===== src/rtl/adc_pkg.sv =====
// Shared definitions for the dual-channel serial ADC reader: frame geometry,
// output width and the frame FSM state encoding.
package adc_pkg;

    localparam int FRAME_BITS  = 16;
    localparam int LEAD_ZEROS  = 4;
    localparam int SAMPLE_BITS = FRAME_BITS - LEAD_ZEROS;
    localparam int DATA_W      = 18;

    typedef enum logic [1:0] {
        IDLE,
        CONV,
        DONE,
        QUIET
    } adc_state_t;

endpackage


===== src/rtl/adc_sclk_gen.sv =====
// Serial clock generator for one ADC frame: sclk low half then high half per bit,
// a registered rise_tick in the first high cycle and a 4-bit bit counter.
module adc_sclk_gen
    import adc_pkg::*;
#(
    parameter int CLK_DIV = 4
) (
    input  logic       clk,
    input  logic       rst,
    input  logic       start,
    input  logic       run,
    output logic       sclk,
    output logic       rise_tick,
    output logic       fall_tick,
    output logic [3:0] bit_cnt
);

    localparam int CW = $clog2(CLK_DIV);

    logic [CW-1:0] div_cnt;
    logic          half_end;
    logic          last_bit;

    assign half_end  = (div_cnt == CW'(CLK_DIV - 1));
    assign last_bit  = (bit_cnt == 4'(FRAME_BITS - 1));
    // High in the last cycle of a high half: sclk drops (or the frame ends) at the next edge.
    assign fall_tick = run & sclk & half_end;

    always_ff @(posedge clk) begin
        if (rst) begin
            sclk      <= 1'b1;
            rise_tick <= 1'b0;
            div_cnt   <= '0;
            bit_cnt   <= '0;
        end else if (start) begin
            sclk      <= 1'b0;
            rise_tick <= 1'b0;
            div_cnt   <= '0;
            bit_cnt   <= '0;
        end else if (run) begin
            rise_tick <= 1'b0;
            if (half_end) begin
                div_cnt <= '0;
                if (!sclk) begin
                    sclk      <= 1'b1;
                    rise_tick <= 1'b1;
                end else if (!last_bit) begin
                    sclk    <= 1'b0;
                    bit_cnt <= bit_cnt + 4'd1;
                end
            end else begin
                div_cnt <= div_cnt + 1'b1;
            end
        end else begin
            sclk      <= 1'b1;
            rise_tick <= 1'b0;
            div_cnt   <= '0;
            bit_cnt   <= '0;
        end
    end

endmodule


===== src/rtl/adc_dual_reader.sv =====
// Dual-channel 12-bit serial ADC front end delivering REF/POT operands with a valid strobe.
// Optional build macro ADC_SIGNED_EN selects offset-binary to two's complement output.
module adc_dual_reader
    import adc_pkg::*;
#(
    parameter int CLK_DIV   = 4,
    parameter int QUIET_CYC = 8
) (
    input  logic              clk,
    input  logic              rst,
    input  logic              ena_adc,
    input  logic              sdata0,
    input  logic              sdata1,
    output logic              cs_n,
    output logic              sclk,
    output logic [DATA_W-1:0] ref_data,
    output logic [DATA_W-1:0] pot_data,
    output logic              valid,
    output logic              busy
);

    localparam int QW = $clog2(QUIET_CYC + 1);

    adc_state_t             state;
    logic                   ena_q;
    logic                   req;
    logic                   start;
    logic                   rise_tick;
    logic                   fall_tick;
    logic [3:0]             bit_cnt;
    logic                   frame_end;
    logic [QW-1:0]          quiet_cnt;
    logic [SAMPLE_BITS-1:0] sh0;
    logic [SAMPLE_BITS-1:0] sh1;

    function automatic logic [DATA_W-1:0] fmt_sample(input logic [SAMPLE_BITS-1:0] s);
`ifdef ADC_SIGNED_EN
        logic signed [SAMPLE_BITS-1:0] t;
        t = {~s[SAMPLE_BITS-1], s[SAMPLE_BITS-2:0]};  // s - 2048
        return {{(DATA_W - SAMPLE_BITS){t[SAMPLE_BITS-1]}}, t};
`else
        return {{(DATA_W - SAMPLE_BITS){1'b0}}, s};
`endif
    endfunction

    assign req       = ena_adc & ~ena_q;
    assign start     = req & (state == IDLE);
    assign frame_end = fall_tick & (bit_cnt == 4'(FRAME_BITS - 1));

    adc_sclk_gen #(
        .CLK_DIV (CLK_DIV)
    ) u_sclk_gen (
        .clk       (clk),
        .rst       (rst),
        .start     (start),
        .run       (state == CONV),
        .sclk      (sclk),
        .rise_tick (rise_tick),
        .fall_tick (fall_tick),
        .bit_cnt   (bit_cnt)
    );

    // Only the sample window is kept; the leading zero bits shift out the top.
    always_ff @(posedge clk) begin
        if (state == CONV && rise_tick) begin
            sh0 <= {sh0[SAMPLE_BITS-2:0], sdata0};
            sh1 <= {sh1[SAMPLE_BITS-2:0], sdata1};
        end
    end

    always_ff @(posedge clk) begin
        if (rst) begin
            state     <= IDLE;
            ena_q     <= 1'b0;
            cs_n      <= 1'b1;
            busy      <= 1'b0;
            valid     <= 1'b0;
            ref_data  <= '0;
            pot_data  <= '0;
            quiet_cnt <= '0;
        end else begin
            ena_q <= ena_adc;
            valid <= 1'b0;
            case (state)
                IDLE: begin
                    if (req) begin
                        state <= CONV;
                        cs_n  <= 1'b0;
                        busy  <= 1'b1;
                    end
                end
                CONV: begin
                    if (frame_end) begin
                        state    <= DONE;
                        cs_n     <= 1'b1;
                        valid    <= 1'b1;
                        ref_data <= fmt_sample(sh0);
                        pot_data <= fmt_sample(sh1);
                    end
                end
                DONE: begin
                    state     <= QUIET;
                    quiet_cnt <= '0;
                end
                QUIET: begin
                    if (quiet_cnt == QW'(QUIET_CYC - 1)) begin
                        state <= IDLE;
                        busy  <= 1'b0;
                    end else begin
                        quiet_cnt <= quiet_cnt + 1'b1;
                    end
                end
                default: state <= IDLE;
            endcase
        end
    end

endmodule

===== config.mk =====
export PLATFORM = sky130hd
export DESIGN_NAME = adc_dual_reader
export DESIGN_NICKNAME = d
export VERILOG_FILES = /design/src/rtl/adc_pkg.sv /design/src/rtl/adc_sclk_gen.sv /design/src/rtl/adc_dual_reader.sv
export SDC_FILE = /design/constraint.sdc
export NUM_CORES = 1
export LEC_CHECK = 0
export CAP_MARGIN = 5
export CORE_ASPECT_RATIO = 1.1
export CORE_MARGIN = 2
export CORE_UTILIZATION = 55
export DETAILED_ROUTE_END_ITERATION = 6
export GPL_ROUTABILITY_DRIVEN = 1
export PLACE_DENSITY = 0.88
export SLEW_MARGIN = 20
export SYNTH_ARGS = -nofsm -noshare
export SYNTH_HDL_FRONTEND = slang
export SYNTH_SLANG_ARGS = --single-unit

===== constraint.sdc =====
create_clock -name clk -period 3.45 [get_ports clk]
set_clock_uncertainty 0.05 [all_clocks]
set_input_delay 0.5175 -clock clk [delete_from_list [all_inputs] [get_ports clk]]
set_output_delay 0.5175 -clock clk [all_outputs]
set_load 0.02 [all_outputs]

### Yosys cells after proc, flatten, opt, wreduce, memory -nomap -nowiden

Index checks and enable logic that the tools add are counted.

* register bits: 66
* input bits: 5
* output and inout port bits: 40
* logic and storage cells: 71

* add/subtract/negate cells: 3
* eq/ne operators: 11
* multiplexer cells: 19
* bitwise logic cells: 9
* reduce and logical (&&, ||, !) cells: 15

Operators with widths (number)
* AND reduction 3 bit: 4
* two-way mux 1 bit: 11
* adder 4 x 1 -> 4 bit, second input constant: 2
* != test 2 bit, second input constant: 4
* case mux 2 bit (4 select lines): 1
* case mux 4 bit (2 select lines): 1
* OR reduction 4 bit: 2
* == test 2 bit, second input constant: 3
* two-way mux 2 bit: 3
* nonzero test 2 bit: 3
* bitwise AND 1 bit: 5
* == test 4 x 3 -> 1 bit, second input constant: 1
* == test 4 bit, second input constant: 1
* two-way mux 4 bit: 1
* NOT 1 bit: 4
* case mux 1 bit (2 select lines): 2
* AND reduction 2 bit: 2
* != test 3 bit, second input constant: 1
* OR reduction 3 bit: 1
* adder 2 x 1 -> 2 bit, second input constant: 1
* == test 2 x 1 -> 1 bit, second input constant: 1
* zero test 2 bit: 1
* OR reduction 2 bit: 1
* logical AND 1 bit: 1

### Depth between registers and ports, before layout

* word-level depth: 6
* gate-level depth with buffers: 8
* mapped depth without buffers: 6

### By module

Synthesis repeated with hierarchy kept, for this count alone.

* cell total of the unflattened synthesis: 237
* area total of the unflattened synthesis: 2551.2 um2

By module, submodules not included
* adc_dual_reader: instances 1, cells an instance 200, area an instance 2192.1 um2
* adc_sclk_gen: instances 1, cells an instance 37, area an instance 359.1 um2

### Least setup slack after synthesis

OpenSTA, ideal clock, no wires.

* kind: register to register
* from: register state[1]
* to: register sh0[0], enable pin
* library setup time: 0.383 ns
* arrival: 1.245 ns
* path slack: 1.772 ns
* cell stages (with the launch flop): 4
* buffers on the path: 0
* period minus slack after synthesis: 1.678 ns
* cell sequence: dfxtp_1 -> inv_1 -> ha_1 -> and2_1

* longest elaborated chain between the ends: 2

RTL lines
* from (decl): line adc_dual_reader.sv:24 `adc_state_t state;`
* from (signal assigned): line adc_dual_reader.sv:73 `state <= IDLE;`
* from (signal assigned): line adc_dual_reader.sv:87 `state <= CONV;`
* from (signal assigned): line adc_dual_reader.sv:94 `state <= DONE;`
* == test 2 x 1 -> 1 bit
* via u_sclk_gen.run: line adc_sclk_gen.sv:11 `input logic run,`
* logical AND 1 bit: line adc_dual_reader.sv:65 `if (state == CONV && rise_tick) begin`
* to (signal assigned): line adc_dual_reader.sv:66 `sh0 <= {sh0[SAMPLE_BITS-2:0], sdata0};`
* to (decl): line adc_dual_reader.sv:33 `logic [SAMPLE_BITS-1:0] sh0;`

The timed path passes the listed nets, and every way through them passes these cells.
A chain may end at the register's enable or synchronous reset.

### Final worst setup path

* from: register state[1]
* to: register ref_data[2]

* longest elaborated chain between the ends: 5

RTL lines
* == test 2 x 1 -> 1 bit (*): line adc_dual_reader.sv:56 `.run (state == CONV),`
* via u_sclk_gen.run: line adc_sclk_gen.sv:11
* bitwise AND 1 bit (2 in series): line adc_sclk_gen.sv:27 `assign fall_tick = run & sclk & half_end;`
* bitwise AND 1 bit: line adc_dual_reader.sv:48 `assign frame_end = fall_tick & (bit_cnt == 4'(FRAME_BITS - 1));`
* AND reduction 2 bit (no source line) (*)
* to (signal assigned): line adc_dual_reader.sv:97 `ref_data <= fmt_sample(sh0);`
* to (decl): line adc_dual_reader.sv:16 `output logic [DATA_W-1:0] ref_data,`

Mark *: on every way through the listed nets, which the timed path passes. The rest lies on a longest branch.

==> results.cfg <==
[sta]
slew_headroom = 0.291
finalCritPeriodShare = 0.588
finalCriticalPeriod_ns = 2.03
report.final.slew_viol_count = 0
max_freq_mhz = 493
final-hold-violation-count = 0
worst_pin_slew_ns = 1.06
whs_ns = 0.382
rsz0062_at_grt = no
setup_violations = 0
finalSetupTns_ns = 0

[final_layout]
drive_gt1_frac = 0.0775
area_growth_pct = 19.5
utilization = 0.691
fin_nets = 278
n_antenna_cell = 0
fillerInstances = 332

[route]
drt-initial-drc-count = 142
drc = 0
drt-pass1-iter-count = 4
ant_nets = 0
wl_per_cell_um = 14.2
wirelength_um = 4600
via_count = 1702
via_per_inst = 5.24

[synth]
synth_top_cell_by_area = dfxtp_1
synth_cell_types = 38
synth_area_leaders = dfxtp_1 33%, edfxtp_1 29%, nand2_1 8.1%
synth_ff_type = dfxtp_1
synth.avg_cell_area_um2 = 10.8
synth-seq-cells = 66
synth_seq_area_share = 0.622
syn_inst = 233
synth_edf_count = 24
synth_area_um2 = 2510
yosys_warnings = 0
yosysMostFrequentCell = nand2_1
synth_top_area_share = 0.335
synthArstFlopShare = 0
synth_common_cells = 54 x nand2_1, 42 x dfxtp_1, 29 x a21oi_1

[flow_run]
cap_violations = 0

[die]
placementRows = 25
start_util = 0.578
die_area_um2 = 5130
die_height_um = 74.9
die_w_um = 68.4
io_pins = 45
core-area_um2 = 4350

[clock_network]
ctsHoldBuffers = 0
post_cts_resized = 0
clk_path_buf_depth = 2
htreeDepth = 3
clk_pin_slew_ns = 0.07
clock_latency_ns = 0.34
cts_setup_buffers = 0
cts_tree = yes
clock-sinks = 66
root_buffer = clkbuf_8
cts_buffers = 9

[place]
hpwl_um = 2950
portBuffers = 32
gp_congestion = 0.782

[grt]
grt_pass1_vias = 1616
grt_overflow_total = 0
grt_use_total = 0.203
antenna_found_initial = 0
grt_pass1_wl_um = 7360
grt_start_max_net_pins = 26

[worst_setup_path]
crit_required_ns = 3.62
crit_path_start_kind = register
cp_max_fo = 25
r2r_slack_ns = 1.42
critical_path_buf_inv_count = 2
worst_path_largest_cell_delay_ns = 0.72
path_class = register to register
cp.arrival_ns = 2.20
crit_chain = inv_1 -> ha_1 -> inv_1 -> or3_1 -> nand2_1 -> a21oi_1
slowest_stage = or3_1
cp_top_family = simple AND/OR/NAND/NOR gates
path_common_cell = inv_1
end_kind = register

[power_and_ir_drop]
peakVddDrop_mv = 0.589
power.density_nw_per_um2 = 588
p_leak_nw = 1.03

[outcome]
outcome = complete, no violations

[min_path]
min_path_type = register to register
[where the power goes]
part | internal (mW) | leakage [nW] | total [mW] | switching, mW
Sequential | 0.829 | 0.555 | 0.854 | 0.0252
Combinational | 0.0916 | 0.371 | 0.235 | 0.143
Clock | 0.375 | 0.102 | 0.676 | 0.301
Total | 1.30 | 1.03 | 1.77 | 0.469
[worst paths after layout]
check | depth (start not counted) | startpoint | end
max | 6 | state[1] | ref_data[2]
min | 1 | u_sclk_gen.div_cnt[0] | u_sclk_gen.div_cnt[0]
max reg2reg | 6 | state[1] | ref_data[2]
min reg2reg | 1 | u_sclk_gen.div_cnt[0] | u_sclk_gen.div_cnt[0]
[layout make-up]
type                    instances  area, um2  area share
multi-input cells             152        817       0.272
inverters                       4       15.0     0.00500
clock buffers                  11        151      0.0504
flip-flops and latches         66       1560       0.520
clock inverters                 5       62.6      0.0208
repair buffers                 33        328       0.109
well taps                      54       67.6      0.0225
[state kept, by name (all words and copies together) (netlist names)]
register / flops
quiet_cnt: 4
pot_data: 12
u_sclk_gen.div_cnt: 2
cs_n: 1
ena_q: 1
sh0: 12
u_sclk_gen.bit_cnt: 4
u_sclk_gen.rise_tick: 1
state: 2
busy: 1
sh1: 12
ref_data: 12
u_sclk_gen.sclk: 1
valid: 1
[kinds of logic after synthesis]
kind of cell	synth area share
AND/OR/NAND/NOR	0.159
other	0.00149
flip-flops	0.622
AO/OA/AOI/OAI	0.102
multiplexers	0.00398
adder cells (fa/ha/maj)	0.0349
buffers and inverters	0.0697
XOR/XNOR	0.00697
[cells in the final DEF (no fill, tap or decap), types with 2 or more instances in the layout]
master / count
a211oi_1: 2
a21oi_1: 29
a31oi_1: 3
clkbuf_8: 11
clkdlybuf4s50_1: 32
clkinv_4: 2
clkinvlp_4: 2
conb_1: 12
dfxtp_1: 42
edfxtp_1: 24
ha_1: 7
inv_1: 4
nand2_1: 54
nand2b_1: 2
nand3_1: 2
nand3b_1: 2
nand4_1: 3
nor2_1: 9
nor2b_1: 3
nor3_1: 3
nor3b_1: 2
o211ai_1: 2
o21ai_0: 2
xnor2_1: 2
[routing by layer]
| layer | track usage | vias up | part of all wire |
|---|---|---|---|
| met3 | 0.0628 | 11 | 0.046 |
| met1 | 0.237 | 809 | 0.42 |
| met4 | 0.113 | 0 | 0.024 |
| met2 | 0.331 | 47 | 0.51 |
| li1 | - | 835 | - |
| met5 | 0 | - | 0 |
[per-stage QoR]
stage / cells / power [mW] / setup slack (ns) / instance area, um2
after floorplan: 244 / 1.04 / 1.77 / 2550
after global placement: 309 / 1.09 / 1.49 / 2790
after detailed placement: 309 / 1.10 / 1.46 / 2790
after CTS: 325 / 1.78 / 1.39 / 3000
after global routing: 325 / 1.84 / 1.29 / 3000
final: 325 / 1.77 / 1.42 / 3000
(Power assumes the default switching activity.)
